File: config.mk
export PLATFORM = sky130hd
export DESIGN_NAME = perceptron_train_seq
export DESIGN_NICKNAME = d
export VERILOG_FILES = /design/src/rtl/perceptron_pkg.sv /design/src/rtl/perceptron_train_seq_weight_update.sv /design/src/rtl/perceptron_train_seq.sv
export SDC_FILE = /design/constraint.sdc
export NUM_CORES = 1
export LEC_CHECK = 0
export CORE_ASPECT_RATIO = 0.7
export CORE_MARGIN = 5
export CORE_UTILIZATION = 30
export DETAILED_ROUTE_END_ITERATION = 10
export PLACE_DENSITY = 0.58
export RECOVER_POWER = 25
export SETUP_SLACK_MARGIN = 0.3
export SYNTH_ARGS = -nofsm -noshare
export SYNTH_HDL_FRONTEND = slang
export SYNTH_SLANG_ARGS = --single-unit
File: constraint.sdc
create_clock -name clk -period 2.88 [get_ports clk]
set_input_delay 0.576 -clock clk [delete_from_list [all_inputs] [get_ports clk]]
set_output_delay 0.576 -clock clk [all_outputs]
set_load 0.1 [all_outputs]
File: src/rtl/perceptron_pkg.sv
// Shared types and helpers for the perceptron training sequencer.
// PERCEPTRON_SAT_EN selects saturating weight updates (see sat_add).
package perceptron_pkg;

  localparam int unsigned DATA_W_DEF = 16;
  localparam int unsigned WIDE_W     = 64;

  typedef enum logic [2:0] {
    S_IDLE,
    S_APPLY,
    S_WAIT,
    S_EVAL,
    S_UPDATE
  } state_t;

  localparam logic CLASS_POS = 1'b1;
  localparam logic CLASS_NEG = 1'b0;

  typedef logic signed [WIDE_W-1:0] wide_t;

  // Operands arrive sign-extended to WIDE_W, so their sum cannot overflow.
  // It is clamped to the signed range of a w-bit word.
  function automatic wide_t sat_add(input wide_t a, input wide_t b, input int unsigned w);
    wide_t s;
    wide_t max_v;
    wide_t min_v;
    s     = a + b;
    max_v = (wide_t'(1) <<< (w - 1)) - wide_t'(1);
    min_v = -(wide_t'(1) <<< (w - 1));
    if (s > max_v)      sat_add = max_v;
    else if (s < min_v) sat_add = min_v;
    else                sat_add = s;
  endfunction

endpackage

File: src/rtl/perceptron_train_seq_weight_update.sv
// Combinational perceptron learning-rule update for a single weight.
// PERCEPTRON_SAT_EN selects saturation instead of modulo-2^DATA_W wrap.
module perceptron_weight_update
  import perceptron_pkg::*;
#(
  parameter int unsigned DATA_W   = DATA_W_DEF,
  parameter int unsigned LR_SHIFT = 4
) (
  input  logic [DATA_W-1:0] x,
  input  logic [DATA_W-1:0] w,
  input  logic              target,
  input  logic              err,
  output logic [DATA_W-1:0] w_new
);

  logic signed [DATA_W-1:0] d;
  logic        [DATA_W-1:0] w_upd;

  assign d = $signed(x) >>> LR_SHIFT;

`ifdef PERCEPTRON_SAT_EN
  wide_t w_wide;
  wide_t d_wide;
  assign w_wide = {{(WIDE_W-DATA_W){w[DATA_W-1]}}, w};
  assign d_wide = {{(WIDE_W-DATA_W){d[DATA_W-1]}}, d};
  assign w_upd  = DATA_W'(sat_add(w_wide, (target == CLASS_POS) ? d_wide : -d_wide, DATA_W));
`else
  // A DATA_W-bit add/sub yields exactly the low DATA_W bits of the wide sum.
  assign w_upd = (target == CLASS_POS) ? (w + d) : (w - d);
`endif

  assign w_new = err ? w_upd : w;

endmodule

File: src/rtl/perceptron_train_seq.sv
// Sequencer running one train/inference step of a two-input perceptron per sample.
// Build option: PERCEPTRON_SAT_EN (saturating weight update, else wrap).
module perceptron_train_seq
  import perceptron_pkg::*;
#(
  parameter int unsigned DATA_W   = DATA_W_DEF,
  parameter int unsigned LATENCY  = 2,
  parameter int unsigned LR_SHIFT = 4
) (
  input  logic              clk,
  input  logic              rst_n,
  input  logic              sample_valid,
  output logic              sample_ready,
  input  logic [DATA_W-1:0] x1,
  input  logic [DATA_W-1:0] x2,
  input  logic              target,
  input  logic              train_en,
  input  logic              clr_err,
  input  logic [DATA_W-1:0] weight1,
  input  logic [DATA_W-1:0] weight2,
  input  logic [DATA_W-1:0] result,
  output logic [DATA_W-1:0] data_in1,
  output logic [DATA_W-1:0] data_in2,
  output logic              input_write,
  output logic [DATA_W-1:0] weight1_new,
  output logic [DATA_W-1:0] weight2_new,
  output logic              weight_write,
  output logic              pred,
  output logic              pred_valid,
  output logic              done,
  output logic [15:0]       err_cnt
);

  state_t            state;
  logic [3:0]        lat_cnt;
  logic              target_q;
  logic              train_q;
  logic              err_q;
  logic              pred_next;
  logic              err_next;
  logic              eval_entry;
  logic [DATA_W-1:0] w1_calc;
  logic [DATA_W-1:0] w2_calc;

  assign pred_next = ($signed(result) >= 0);
  assign err_next  = (pred_next != target_q);

  // EVAL is entered once LATENCY-1 WAIT cycles have elapsed; with LATENCY=1 straight from APPLY.
  always_comb begin
    eval_entry = 1'b0;
    if (state == S_APPLY && LATENCY == 1)    eval_entry = 1'b1;
    if (state == S_WAIT  && lat_cnt == 4'd1) eval_entry = 1'b1;
  end

  perceptron_weight_update #(.DATA_W(DATA_W), .LR_SHIFT(LR_SHIFT)) u_upd1 (
    .x(data_in1), .w(weight1), .target(target_q), .err(err_next), .w_new(w1_calc)
  );

  perceptron_weight_update #(.DATA_W(DATA_W), .LR_SHIFT(LR_SHIFT)) u_upd2 (
    .x(data_in2), .w(weight2), .target(target_q), .err(err_next), .w_new(w2_calc)
  );

  always_ff @(posedge clk or negedge rst_n) begin
    if (!rst_n) begin
      state        <= S_IDLE;
      lat_cnt      <= '0;
      target_q     <= 1'b0;
      train_q      <= 1'b0;
      err_q        <= 1'b0;
      sample_ready <= 1'b1;
      data_in1     <= '0;
      data_in2     <= '0;
      input_write  <= 1'b0;
      weight1_new  <= '0;
      weight2_new  <= '0;
      weight_write <= 1'b0;
      pred         <= 1'b0;
      pred_valid   <= 1'b0;
      done         <= 1'b0;
      err_cnt      <= '0;
    end else begin
      input_write  <= 1'b0;
      pred_valid   <= 1'b0;
      done         <= 1'b0;
      weight_write <= 1'b0;

      if (clr_err)
        err_cnt <= '0;
      else if (state == S_UPDATE && err_q && err_cnt != '1)
        err_cnt <= err_cnt + 16'd1;

      if (eval_entry) begin
        state       <= S_EVAL;
        pred        <= pred_next;
        pred_valid  <= 1'b1;
        err_q       <= err_next;
        weight1_new <= w1_calc;
        weight2_new <= w2_calc;
      end else begin
        case (state)
          S_IDLE: begin
            if (sample_valid) begin
              data_in1     <= x1;
              data_in2     <= x2;
              target_q     <= target;
              train_q      <= train_en;
              sample_ready <= 1'b0;
              input_write  <= 1'b1;
              state        <= S_APPLY;
            end
          end
          S_APPLY: begin
            lat_cnt <= 4'(LATENCY - 1);
            state   <= S_WAIT;
          end
          S_WAIT: begin
            lat_cnt <= lat_cnt - 4'd1;
          end
          S_EVAL: begin
            done         <= 1'b1;
            weight_write <= err_q & train_q;
            state        <= S_UPDATE;
          end
          S_UPDATE: begin
            sample_ready <= 1'b1;
            state        <= S_IDLE;
          end
          default: state <= S_IDLE;
        endcase
      end
    end
  end

endmodule

Word level (Yosys, flattened, before mapping)
Index checks and enable logic that the tools add are counted.

Input port bits: 86. Register bits after elaboration: 96. Word-level logic and storage cells: 67.

$lt $le $gt $ge: 1. $add $sub $neg: 6. Mux-type cells: 21. Eq/ne operators: 10. Bitwise logic cells: 2. Reductions and logical operators: 11.

Operator list (count): $mux 16 (6); $add 16x16->16 (2); $sub 16x16->16 (2); $add 16x1->16 const B (1); $ge 16x1->1 const B (1); $ne 16x16->1 const B (1); $pmux 3 s4 (1); $mux 1 (10); $pmux 4 s2 (1); $eq 3x2->1 const B (2); $mux 3 (2); $reduce_and 3->1 (2); $reduce_bool 2->1 (3); $eq 4x1->1 const B (1); $ne 2x2->1 const B (2); $reduce_and 2->1 (2); $sub 4x1->4 const B (1); $eq 3x1->1 const B (1); $eq 3x3->1 const B (1); $logic_and 1x1->1 (3); $logic_not 3->1 (1); $ne 3x3->1 const B (1); $pmux 1 s2 (1); $and 1x1->1 (1); other kinds (2) (2).

Logic depth before layout (Yosys ltp)
Depth in word-level cells: 5. Mapped depth: 14.

Modules after synthesis
Synthesis repeated with hierarchy kept, for this count alone.

Cell total of the unflattened synthesis: 605. Area total of the unflattened synthesis: 6427.4 um2.

Modules (own cells, without submodules): perceptron_train_seq (cells each 292, seq. area each 2403.6 um2, area each 4032.6 um2, times used 1); perceptron_weight_update (u_upd1) (cells each 160, seq. area each 0.0 um2, area each 1229.9 um2, times used 1); perceptron_weight_update (u_upd2) (cells each 153, seq. area each 0.0 um2, area each 1164.9 um2, times used 1).

Worst setup path before layout
No wires, ideal clock.

Kind: register to register. Start: register data_in1[4]. End: register weight1_new[14]. Arrival time: 3448 ps. Stages on the path, launching flop included: 12. Setup time: 82 ps. Slack: -650 ps. Cell sequence: dfrtp_1 inv_1 ha_1 mux2_2 fa_1 a211oi_1 o211ai_1 a221oi_1 o21ai_0 xor2_1 nand2_1 a31oi_1.

Word-level cells in the longest chain between the ends: 3. Elaborated cells between the ends (all ways): 4. Those cells by class: add/sub: 2; mux: 2.

Ends and longest elaborated chain: start: declaration (RTL line perceptron_train_seq.sv:22) `output logic [DATA_W-1:0] data_in1,`; start signal: assignment (RTL line perceptron_train_seq.sv:71) `data_in1 <= '0;`; start signal: assignment (RTL line perceptron_train_seq.sv:103) `data_in1 <= x1;`; $sub 16x16->16 / $add 16x16->16 (equally long branches) (RTL line perceptron_train_seq_weight_update.sv:29) `assign w_upd = (target == CLASS_POS) ? (w + d) : (w - d);`; $mux 16 * (RTL line perceptron_train_seq_weight_update.sv:29); $mux 16 * (RTL line perceptron_train_seq_weight_update.sv:32) `assign w_new = err ? w_upd : w;`; end signal: assignment (RTL line perceptron_train_seq.sv:97) `weight1_new <= w1_calc;`; end: declaration (RTL line perceptron_train_seq.sv:25) `output logic [DATA_W-1:0] weight1_new,`.

Every way passes the cells marked *; elsewhere a longest branch is shown, timed or not. A chain may end at the register's enable or synchronous reset.

Final worst setup path
Start: register data_in1[6]. End: register weight1_new[15].

The elaborated chain is that of the path after synthesis.

==> impl_metrics.csv <==
group,metric,value,unit
clock_tree,cts_tree,"done",
run_status,status,"finished, final reports clean",
critical_path,cp_cell_sequence,"nor4_4, nor4b_4, buf_4, a21oi_2, xor2_1, ha_1, buf_4, buf_4, nand4_1, or2_4, o21bai_4, a21boi_2, nor2_1, nand2_1",
floorplanning,die_area,23500,sq um
route,wl,19100,microns
clock_tree,cts.root.buffer_cell,"clkbuf_16",
placed_design,io_buffers,156,
cells_and_area,final_common_cell,"buf_4",
sta,post-route-min-period,2.88,ns
cells_and_area,area_growth_syn_to_layout,52.9,%
sta,tightestPinTransition,1.22,ns
yosys,synth.area.top_cells,"dfrtp_1, ha_1, a21oi_1, mux2_2, xor2_1",
grt,antenna_found_initial,0,
sta,final-hold-violation-count,0,
critical_path,critPathLaunchType,"flip-flop",
cells_and_area,nFillCells,1855,
route,drtAntennaViolNets,0,
yosys,synthesis.area,6140,sq um
floorplanning,fp-row-count,43,
critical_path,critPathLaunch,"data_in1[6]$_DFFE_PN0P_",
yosys,yosys.area.top_type,"dfrtp_1",
grt,grt_pass1_vias,5771,
critical_path,crit_required,3.17,ns
clock_tree,clk_pin_slew,0.07,ns
yosys,async_flop_share,1.00,
floorplanning,core,20000,sq um
floorplanning,dieHeight,130,microns
yosys,netlist_instances,675,
floorplanning,die_w,181,microns
sta,slew_violations,0,
route,dr.pass1.iters,5,
yosys,syn_avg_cell_area,9.10,sq um
clock_tree,cts_made_buffers,9,
clock_tree,hold_buffers,0,
critical_path,crit_top_cell,"buf_4",
route,vias,5678,
critical_path,arrival,3.17,ns
critical_path,r2r_start,"data_in1[6]$_DFFE_PN0P_",
yosys,synth_flop_cell,"dfrtp_1",
critical_path,rr_worst_depth,14,
critical_path,critPathMaxStageDelay,0.49,ns
cells_and_area,register_area,2460,sq um
sta,finalCritPeriodShare,0.999,
critical_path,timing_worst_setup_path_type,"reg2reg",
sta,fin_ws,0.00410,ns
grt,grt_start_max_net_pins,46,
placed_design,dp_hpwl,13800,microns
worst_hold_path,hp-class,"in2async",
route,dr.first_iter.drc_count,318,
yosys,yosys.area.top_type_share,0.387,
clock_tree,clkSinkCount,96,
sta,fmax,348,MHz
critical_path,crit_slowest_cell,"dfrtp_4",
cells_and_area,antenna_cells,0,
placed_design,routabilityCongestion,0.824,
floorplanning,ioPinCount,172,
grt,grt_overflow,0,
clock_tree,htreeDepth,3,
placed_design,dp_slack,-0.0781,ns
route,wl_per_cell,16.2,microns
yosys,synthesis.nets,806,
critical_path,cp_max_fo,3,
clock_tree,clk_latency,0.35,ns
grt,grt_pass1_wl,30800,microns
cells_and_area,nNetsFinal,1037,
yosys,synth.distinct_cells,57,
cells_and_area,layout-drive-gt1-share,0.384,
sta,rsz0062_at_grt,"yes",
yosys,synth_edf_count,0,
critical_path,endpoint_kind,"flip-flop",
sta,skew,0.00880,ns
clock_tree,clk_path_buf_depth,2,
yosys,synth-seq-area-share,0.391,
grt,grt.total_usage,0.162,
route,drc_errors,0,
sta,slew_headroom,0.186,
cells_and_area,layout_common_cells,"buf_4, dfrtp_1, nand2_1, clkdlybuf4s50_1, nor2_1",
run,maxCapViolCount,0,
sta,setup_violations,0,
route,post_drt_via_cell_ratio,4.81,
cells_and_area,multi_input_area,4090,sq um
yosys,ys_warn_count,0,
yosys,synth-seq-cells,96,
floorplanning,initial_core_util,0.308,
worst max-delay path, delay by kind of cell (launching register included):
| family | cells | cell delay, ns |
|---|---|---|
| flip-flops | 1 | 0.49 |
| XOR/XNOR | 1 | 0.18 |
| buffers and inverters | 3 | 0.40 |
| AND/OR/NAND/NOR | 6 | 1.06 |
| adder cells (fa/ha/maj) | 1 | 0.35 |
| AO/OA/AOI/OAI | 3 | 0.35 |
repair_timing:
action                                 4_1_cts  5_1_grt
endpoints found under the hold margin        0        0
setup buffers                               37       17
pin swaps                                   56       56
setup endpoints to repair                   17       20
resized for setup                           44       47
cloned                                       0        0
cells by family (layout without fill, tap and decap cells):
family / after synthesis / in the layout / share of synthesized area
adders and majority gates: 45 / 45 / 0.0942
DFF: 96 / 96 / 0.391
buffers and inverters: 46 / 282 / 0.0314
and+or+nand+nor: 223 / 223 / 0.172
muxes: 34 / 34 / 0.0615
AOI/OAI and AO/OA: 174 / 174 / 0.168
xor gates and xnor gates: 57 / 57 / 0.0813
metal layers:
metal  global-route usage  part of all wire
met4               0.0309            0.0081
met3               0.0557             0.080
met5                    0                 0
met2                0.248              0.43
met1                0.224              0.48
area by class of cell:
cell class / count / area share
Inverter: 18 / 0.00773
Multi-Input combinational cell: 533 / 0.436
Clock inverter: 6 / 0.0101
Clock buffer: 10 / 0.0255
Tap cell: 270 / 0.0360
Timing Repair Buffer: 248 / 0.222
Sequential cell: 96 / 0.263
flip-flops by register name, indices dropped and copies added, names as in the netlist:
signal	flops
weight2_new	16
input_write	1
sample_ready	1
data_in2	16
weight1_new	16
pred_valid	1
train_q	1
state	3
err_q	1
pred	1
lat_cnt	4
weight_write	1
done	1
data_in1	16
err_cnt	16
target_q	1
path summary, 6_finish.rpt:
kind	slack [ns]	to
worst min register to register	0.48	weight2_new[2]$_DFFE_PN0P_
min in group clk	0.48	weight2_new[2]$_DFFE_PN0P_
worst min-delay path	0.19	state[2]$_DFFE_PN0P_
max in group asynchronous	1.01	data_in1[5]$_DFFE_PN0P_
worst max-delay path	0.004	weight1_new[15]$_DFFE_PN0P_
worst max register to register	0.004	weight1_new[15]$_DFFE_PN0P_
synth_stat cells, types with 3 or more instances:
| library cell | number |
|---|---|
| nor3_1 | 15 |
| and2_1 | 3 |
| a21o_1 | 13 |
| nand2b_1 | 4 |
| inv_1 | 17 |
| mux2_2 | 30 |
| nor4_1 | 3 |
| mux2i_1 | 4 |
| a21boi_0 | 4 |
| or3_1 | 8 |
| xor2_1 | 38 |
| a21oi_1 | 81 |
| nor2_1 | 67 |
| a31oi_1 | 12 |
| xnor2_1 | 19 |
| o211ai_1 | 7 |
| o21ai_0 | 36 |
| nor3b_1 | 3 |
| ha_1 | 43 |
| nand2_1 | 74 |
| buf_2 | 8 |
| clkbuf_1 | 15 |
| o21bai_1 | 4 |
| nand3_1 | 18 |
| nand4_1 | 7 |
| and3_1 | 6 |
| dfrtp_1 | 95 |
per-stage QoR:
stage                     cells  cell area (sq um)  setup TNS, ns   util  hold WS [ns]
after floorplan             675               6380        -0.0384      -         0.280
after global placement     1111               8250        -0.0873  0.413         0.469
after detailed placement   1111               8250         -0.212  0.413         0.473
after CTS                  1164               9080              0  0.455         0.205
after global routing       1181               9390         -0.745  0.470         0.228
final                      1181               9390              0  0.470         0.186
Power is not shown: default switching activity piles up to over one toggle a cycle in this logic, so the estimate is an artifact.
